[src/rtl/kitt_pkg.sv]
`default_nettype none
// ============================================================================
//  Module      : kitt_pkg
//  Description : Definitions shared by the KITT scanner and its monitor:
//                LED count, the all-off pattern, the monitor FSM state
//                encoding and the error codes it reports.
//  Revision    : 1.0 - initial release
// ============================================================================
package kitt_pkg;

    // Scanner geometry. LEDs are active-low, so all-off is all-ones.
    localparam int          N_LED   = 8;
    localparam logic [7:0]  LED_OFF = 8'hFF;

    // Error codes; only the first error after a clear is retained.
    localparam logic [1:0]  ERR_NONE   = 2'b00;
    localparam logic [1:0]  ERR_ONEHOT = 2'b01;
    localparam logic [1:0]  ERR_MOVE   = 2'b10;

    // Monitor FSM states, explicitly encoded.
    typedef enum logic [1:0] {
        SEARCH  = 2'd0,
        ACQ     = 2'd1,
        LOCK_UP = 2'd2,
        LOCK_DN = 2'd3
    } state_t;

endpackage : kitt_pkg
`default_nettype wire

[src/rtl/kitt_onehot_dec.sv]
`default_nettype none
// ============================================================================
//  Module      : kitt_onehot_dec
//  Description : Combinational decoder for an active-low one-hot LED
//                pattern. Reports whether exactly one LED is lit and, if
//                so, its index.
//  Ports       : i_led_n  [N_LED-1:0]  pattern, active-low
//                o_valid               1 when exactly one bit is 0
//                o_pos    [2:0]        index of the lit LED (bit 0 = LED0);
//                                      don't-care when o_valid is 0
//  Revision    : 1.0 - initial release
// ============================================================================
module kitt_onehot_dec
    import kitt_pkg::*;
(
    input  logic [N_LED-1:0] i_led_n,
    output logic             o_valid,
    output logic [2:0]       o_pos
);

    logic [3:0] w_lit_cnt;

    // Count lit LEDs; the highest lit index wins the position, which only
    // matters when the pattern is already invalid.
    always_comb begin
        w_lit_cnt = 4'd0;
        o_pos     = 3'd0;
        for (int i = 0; i < N_LED; i++) begin
            if (!i_led_n[i]) begin
                w_lit_cnt = w_lit_cnt + 4'd1;
                o_pos     = 3'(i);
            end
        end
        o_valid = (w_lit_cnt == 4'd1);
    end

endmodule : kitt_onehot_dec
`default_nettype wire

[src/rtl/kitt_monitor.sv]
`default_nettype none
// ============================================================================
//  Module      : kitt_monitor
//  Description : Observer for the KITT LED scanner. Samples the active-low
//                one-hot scan pattern, tracks lit position and sweep
//                direction, measures how long each pattern was held and
//                flags malformed patterns or illegal moves.
//  Parameters  : PERIOD_W  width of hold counter / period output (saturating)
//  Macro       : KITT_MON_SYNC_EN - when defined, a 2-flop synchronizer
//                precedes the sample register (4-clock latency, for
//                asynchronous board pins); otherwise 2-clock latency.
//  Ports       : ck        system clock, rising edge
//                r         asynchronous active-low reset
//                led_in    [7:0] scanner pattern, active-low
//                err_clr   synchronous pulse, clears err / err_code
//                pos       [2:0] lit LED index
//                dir       0 = up, 1 = down
//                locked    1 while in LOCK_UP or LOCK_DN
//                step      one-cycle pulse per legal step
//                period    [PERIOD_W-1:0] hold time of the pattern just left
//                err       sticky error flag
//                err_code  [1:0] first error since clear
//  Revision    : 1.0 - initial release
// ============================================================================
module kitt_monitor
    import kitt_pkg::*;
#(
    parameter int PERIOD_W = 22
) (
    input  logic                ck,
    input  logic                r,
    input  logic [N_LED-1:0]    led_in,
    input  logic                err_clr,
    output logic [2:0]          pos,
    output logic                dir,
    output logic                locked,
    output logic                step,
    output logic [PERIOD_W-1:0] period,
    output logic                err,
    output logic [1:0]          err_code
);

    // ------------------------------------------------------------------
    // Input path
    // ------------------------------------------------------------------
    logic [N_LED-1:0] w_s_in;
    logic [N_LED-1:0] r_s;
    logic [N_LED-1:0] r_s_prev;

`ifdef KITT_MON_SYNC_EN
    logic [N_LED-1:0] r_sync1;
    logic [N_LED-1:0] r_sync2;

    // Reset to all-off so that leaving reset is not seen as a change.
    always_ff @(posedge ck or negedge r) begin
        if (!r) begin
            r_sync1 <= LED_OFF;
            r_sync2 <= LED_OFF;
        end else begin
            r_sync1 <= led_in;
            r_sync2 <= r_sync1;
        end
    end

    assign w_s_in = r_sync2;
`else
    assign w_s_in = led_in;
`endif

    always_ff @(posedge ck or negedge r) begin
        if (!r) begin
            r_s      <= LED_OFF;
            r_s_prev <= LED_OFF;
        end else begin
            r_s      <= w_s_in;
            r_s_prev <= r_s;
        end
    end

    logic w_change;
    assign w_change = (r_s != r_s_prev);

    logic       w_valid;
    logic [2:0] w_new_pos;

    kitt_onehot_dec u_dec (
        .i_led_n (r_s),
        .o_valid (w_valid),
        .o_pos   (w_new_pos)
    );

    // ------------------------------------------------------------------
    // Hold counter: counts clocks the current sample has been stable.
    // Set to 1 on the change itself so a pattern held N clocks reads N.
    // ------------------------------------------------------------------
    logic [PERIOD_W-1:0] r_hold;

    always_ff @(posedge ck or negedge r) begin
        if (!r) begin
            r_hold <= '0;
        end else if (w_change) begin
            r_hold <= PERIOD_W'(1);
        end else if (r_hold != '1) begin
            r_hold <= r_hold + 1'b1;
        end
    end

    // ------------------------------------------------------------------
    // FSM
    // ------------------------------------------------------------------
    state_t     r_state;
    state_t     w_state_nxt;
    logic [2:0] r_pos;
    logic       r_dir;

    logic       w_step_ev;
    logic       w_load_pos;
    logic       w_dir_nxt;
    logic       w_err_ev;
    logic [1:0] w_err_kind;
    logic       w_up_ok;
    logic       w_dn_ok;
    logic       w_locked;

    // Neighbour tests guarded at the ends so the 3-bit index never wraps.
    assign w_up_ok = (r_pos != 3'd7) && (w_new_pos == r_pos + 3'd1);
    assign w_dn_ok = (r_pos != 3'd0) && (w_new_pos == r_pos - 3'd1);

    // State register
    always_ff @(posedge ck or negedge r) begin
        if (!r) begin
            r_state <= SEARCH;
        end else begin
            r_state <= w_state_nxt;
        end
    end

    // Next-state and event classification
    always_comb begin
        w_state_nxt = r_state;
        w_step_ev   = 1'b0;
        w_load_pos  = 1'b0;
        w_dir_nxt   = r_dir;
        w_err_ev    = 1'b0;
        w_err_kind  = ERR_NONE;

        case (r_state)
            SEARCH: begin
                // Garbage is tolerated here; the scanner may be starting up.
                if (w_valid) begin
                    w_load_pos  = 1'b1;
                    w_state_nxt = ACQ;
                end
            end

            ACQ: begin
                if (w_change) begin
                    if (!w_valid) begin
                        w_err_ev   = 1'b1;
                        w_err_kind = ERR_ONEHOT;
                    end else if (w_up_ok) begin
                        w_step_ev   = 1'b1;
                        w_dir_nxt   = 1'b0;
                        w_state_nxt = LOCK_UP;
                    end else if (w_dn_ok) begin
                        w_step_ev   = 1'b1;
                        w_dir_nxt   = 1'b1;
                        w_state_nxt = LOCK_DN;
                    end else begin
                        w_err_ev   = 1'b1;
                        w_err_kind = ERR_MOVE;
                    end
                end
            end

            LOCK_UP: begin
                if (w_change) begin
                    if (!w_valid) begin
                        w_err_ev   = 1'b1;
                        w_err_kind = ERR_ONEHOT;
                    end else if (w_up_ok) begin
                        w_step_ev = 1'b1;
                    end else if ((r_pos == 3'd7) && w_dn_ok) begin
                        // Reversal is only legal at the top end.
                        w_step_ev   = 1'b1;
                        w_dir_nxt   = 1'b1;
                        w_state_nxt = LOCK_DN;
                    end else begin
                        w_err_ev   = 1'b1;
                        w_err_kind = ERR_MOVE;
                    end
                end
            end

            LOCK_DN: begin
                if (w_change) begin
                    if (!w_valid) begin
                        w_err_ev   = 1'b1;
                        w_err_kind = ERR_ONEHOT;
                    end else if (w_dn_ok) begin
                        w_step_ev = 1'b1;
                    end else if ((r_pos == 3'd0) && w_up_ok) begin
                        w_step_ev   = 1'b1;
                        w_dir_nxt   = 1'b0;
                        w_state_nxt = LOCK_UP;
                    end else begin
                        w_err_ev   = 1'b1;
                        w_err_kind = ERR_MOVE;
                    end
                end
            end

            default: begin
                w_state_nxt = SEARCH;
            end
        endcase

        if (w_err_ev) begin
            w_state_nxt = SEARCH;
        end
    end

    // State-decoded outputs
    always_comb begin
        w_locked = 1'b0;
        if ((r_state == LOCK_UP) || (r_state == LOCK_DN)) begin
            w_locked = 1'b1;
        end
    end

    // ------------------------------------------------------------------
    // Registered reporting outputs. pos/dir are left untouched on error
    // so the last good position is visible alongside the flag.
    // ------------------------------------------------------------------
    logic                r_step;
    logic [PERIOD_W-1:0] r_period;
    logic                r_err;
    logic [1:0]          r_err_code;

    always_ff @(posedge ck or negedge r) begin
        if (!r) begin
            r_pos      <= 3'd0;
            r_dir      <= 1'b0;
            r_step     <= 1'b0;
            r_period   <= '0;
            r_err      <= 1'b0;
            r_err_code <= ERR_NONE;
        end else begin
            r_step <= w_step_ev;

            if (w_load_pos || w_step_ev) begin
                r_pos <= w_new_pos;
            end

            if (w_step_ev) begin
                r_dir    <= w_dir_nxt;
                r_period <= r_hold;
            end

            // A new error beats a simultaneous clear and takes its code.
            if (w_err_ev) begin
                r_err <= 1'b1;
                if ((r_err_code == ERR_NONE) || err_clr) begin
                    r_err_code <= w_err_kind;
                end
            end else if (err_clr) begin
                r_err      <= 1'b0;
                r_err_code <= ERR_NONE;
            end
        end
    end

    assign pos      = r_pos;
    assign dir      = r_dir;
    assign locked   = w_locked;
    assign step     = r_step;
    assign period   = r_period;
    assign err      = r_err;
    assign err_code = r_err_code;

endmodule : kitt_monitor
`default_nettype wire

[config.mk]
export PLATFORM = sky130hd
export DESIGN_NAME = kitt_monitor
export DESIGN_NICKNAME = d
export VERILOG_FILES = /design/src/rtl/kitt_pkg.sv /design/src/rtl/kitt_onehot_dec.sv /design/src/rtl/kitt_monitor.sv
export SDC_FILE = /design/constraint.sdc
export NUM_CORES = 1
export LEC_CHECK = 0
export CELL_PAD_IN_SITES_DETAIL_PLACEMENT = 0
export CELL_PAD_IN_SITES_GLOBAL_PLACEMENT = 1
export CORE_MARGIN = 4
export CORE_UTILIZATION = 45
export DETAILED_ROUTE_END_ITERATION = 10
export PLACE_DENSITY = 0.76
export REMOVE_ABC_BUFFERS = 1
export SLEW_MARGIN = 25
export SYNTH_ARGS = -nofsm -noshare
export SYNTH_HDL_FRONTEND = slang
export SYNTH_HIERARCHICAL = 1
export SYNTH_SLANG_ARGS = --single-unit
[constraint.sdc]
create_clock -name ck -period 5.9 [get_ports ck]
set_input_delay 0.59 -clock ck [delete_from_list [all_inputs] [get_ports ck]]
set_output_delay 0.59 -clock ck [all_outputs]
set_load 0.01 [all_outputs]
==> impl_metrics.json <==
{
  "initial_core_util": 0.461,
  "cts_tree": "yes",
  "numCtsBuffers": 9,
  "synth_area_leaders": "dfrtp_1 (36%), dfstp_2 (11%), mux2_4 (8.8%)",
  "fp.dieH_um": 99.5,
  "p_comb_frac": 0.277,
  "first_pass_iters": 5,
  "p_sw_frac": 0.306,
  "wirelength_mm": 7.20,
  "netlist.area_leader.share": 0.359,
  "cts_sinks": 70,
  "row_count": 33,
  "root_buffer": "clkbuf_8",
  "worst_path_largest_cell_delay_ns": 0.56,
  "clock_path_buffers": 2,
  "grt_setup_unrepaired": "no",
  "drive_gt1_frac": 0.198,
  "die_area_sq_mm": 0.00990,
  "postSynthCellCount": 337,
  "remaining_drc_errors": 0,
  "htree_num_levels": 3,
  "synth-seq-cells": 70,
  "clockPowerShare": 0.300,
  "syn-cell-area_sq_mm": 0.00377,
  "grt_max_degree": 71,
  "fmax_ghz": 0.182,
  "cp-start-kind": "register",
  "cpMaxStageDelayCell": "dfstp_2",
  "pwr-share-seq": 0.423,
  "critical_path_class": "register to register",
  "cp_top_family": "adder cells",
  "grt_pass1_vias": 2547,
  "ios": 42,
  "synth.distinct_cells": 55,
  "ys_warn_count": 6,
  "gr-total-overflow": 0,
  "avgSynthCellArea_sq_um": 11.2,
  "worst_ep_arrival_time_ns": 5.74,
  "drv_slew": 0,
  "critPathBufInv": 5,
  "dr.max_layer_used": "met4",
  "synthFlopType": "dfrtp_1",
  "fillers": 707,
  "end_kind": "register",
  "path_clk_slew_ns": 0.08,
  "wire_per_inst_um": 14.6,
  "drtAntennaViolNets": 0,
  "die_w_um": 99.5,
  "worst_slew_pin_slew_ns": 0.868,
  "hpwl_mm": 4.94,
  "fin_nets": 406,
  "status": "complete, no violations",
  "synth_top_area_cell": "dfrtp_1",
  "io_buffer_count": 41,
  "slew_headroom": 0.422,
  "post_drt_via_cell_ratio": 5.32,
  "finClkSkew_ns": 0.0138,
  "intPower_mw": 0.897,
  "antenna_cells": 0,
  "met3_length_um": 348,
  "met1Wirelength_mm": 3.53,
  "timing_hold_violations_final": 0,
  "synth_edf_count": 0,
  "cap_violations": 0,
  "ys_async_sr_fraction": 1.00,
  "core_region_area_sq_mm": 0.00818,
  "drtIter0Drc": 74,
  "p_leak_nw": 1.89,
  "post-route-min-period_ns": 5.51,
  "p_per_area_mw_per_mm2": 285,
  "setup_violations": 0,
  "finalCritPeriodShare": 0.934,
  "switching_power_mw": 0.395,
  "clk_latency_ns": 0.35,
  "critical_path.max_fanout": 12,
  "tns_ns": 0,
  "syn2layout_area_growth_pct": 20.5,
  "vias": 2625,
  "antenna_found_initial": 0,
  "cp.required_ns": 6.14,
  "ir_worst_vdd_v": 0.000147,
  "grt_usage": 0.149,
  "wl_met2_mm": 3.21,
  "grt_pass1_wl_mm": 11.9,
  "fin_util": 0.555,
  "hold_class": "register to register",
  "synth_seq_area_share": 0.470,
  "gp_congestion": 0.790,
  "cp_common_cell": "ha_1"
}
## per-layer routing
metal | global-route usage | up-vias
met5 | 0 | -
met4 | 0.0536 | 0
met3 | 0.0295 | 9
met2 | 0.233 | 67
met1 | 0.208 | 1275
li1 | - | 1274
## synthesized netlist by cell type, types with 5 or more instances
master    count
ha_1         12
mux2_4       22
inv_1        12
nand2b_1      9
nand3_1      12
nand4_1      10
dfstp_2      16
dfrtp_1      54
nand2_1      18
mux2_2        5
a21oi_1       7
xor2_1       19
clkbuf_1      6
mux2i_1       5
o21ai_0       9
nor2_1       37
xnor2_1      18
## final timing paths
check	from	endpoint	slack, ns	cells past startpoint
setup / recovery	r_s[1]	period[12]	0.39	26
hold / removal	r_s[0]	r_s_prev[0]	0.39	0
setup reg to reg	r_s[1]	period[12]	0.39	26
hold reg to reg	r_s[0]	r_s_prev[0]	0.39	0
max in group asynchronous	r	period[5]	4.89	2
min in group asynchronous	r	err_code[0]	0.44	2
## layout make-up
class                   count  area (sq um)  share of cell area
multi-input cells         243          1920               0.422
flip-flops and latches     70          1770               0.390
repair buffers             46           473               0.104
well taps                 105           131              0.0289
clock buffers              10           128              0.0281
clock inverters             6          70.1              0.0154
inverters                  13          48.8              0.0108
## kinds of logic after synthesis
family          synth area share
simple gates               0.166
flops                      0.470
xor+xnor                   0.107
compound gates            0.0718
mux                        0.116
buf+inv                   0.0296
fa+ha+maj                 0.0399
## power groups by stage
stage / Clock (mW) / Sequential, mW / Combinational, mW
CTS: 0.401 / 0.546 / 0.350
floorplan: 0 / 0.559 / 0.234
global route: 0.421 / 0.552 / 0.397
finish: 0.388 / 0.546 / 0.358
global placement: 0 / 0.554 / 0.345
detailed placement: 0 / 0.555 / 0.349
## timing repair
item,4_1_cts,5_1_grt
resized for setup,0,5
setup buffers,0,0
setup endpoints to repair,0,26
hold buffers,0,0
## registers in the layout, indices dropped and copies added (netlist names)
signal and flops:
step 1, r_hold 22, r_state 2, dir 1, pos 3, err_code 2
period 22, err 1, r_s_prev 8, r_s 8
## per-stage QoR
step / setup slack [ns] / area [sq um] / power [mW] / std cells / hold slack [ns]
2_1_floorplan: 0.0919 / 3700 / 0.793 / 326 / 0.294
6_report: 0.392 / 4540 / 1.29 / 493 / 0.391
3_3_place_gp: 0.352 / 4280 / 0.899 / 476 / 0.379
5_1_grt: 0.00205 / 4540 / 1.37 / 493 / 0.402
4_1_cts: 0.198 / 4480 / 1.30 / 492 / 0.391
3_5_place_dp: 0.213 / 4280 / 0.903 / 476 / 0.384
## placed cells by master (no fill, tap or decap), drive strengths merged, types with 4 or more instances in the layout
cell type	instances
nor2	37
mux2	27
xnor2	19
o21ai	11
nand2	18
nand3	12
a21oi	7
nand2b	10
dfstp	16
and3	4
clkdlybuf4s50	40
xor2	20
dfrtp	54
buf	5
inv	15
ha	12
clkbuf	11
nand4	10
mux2i	5
nor3	5
No activity file was read; power rests on OpenSTA's default activity.
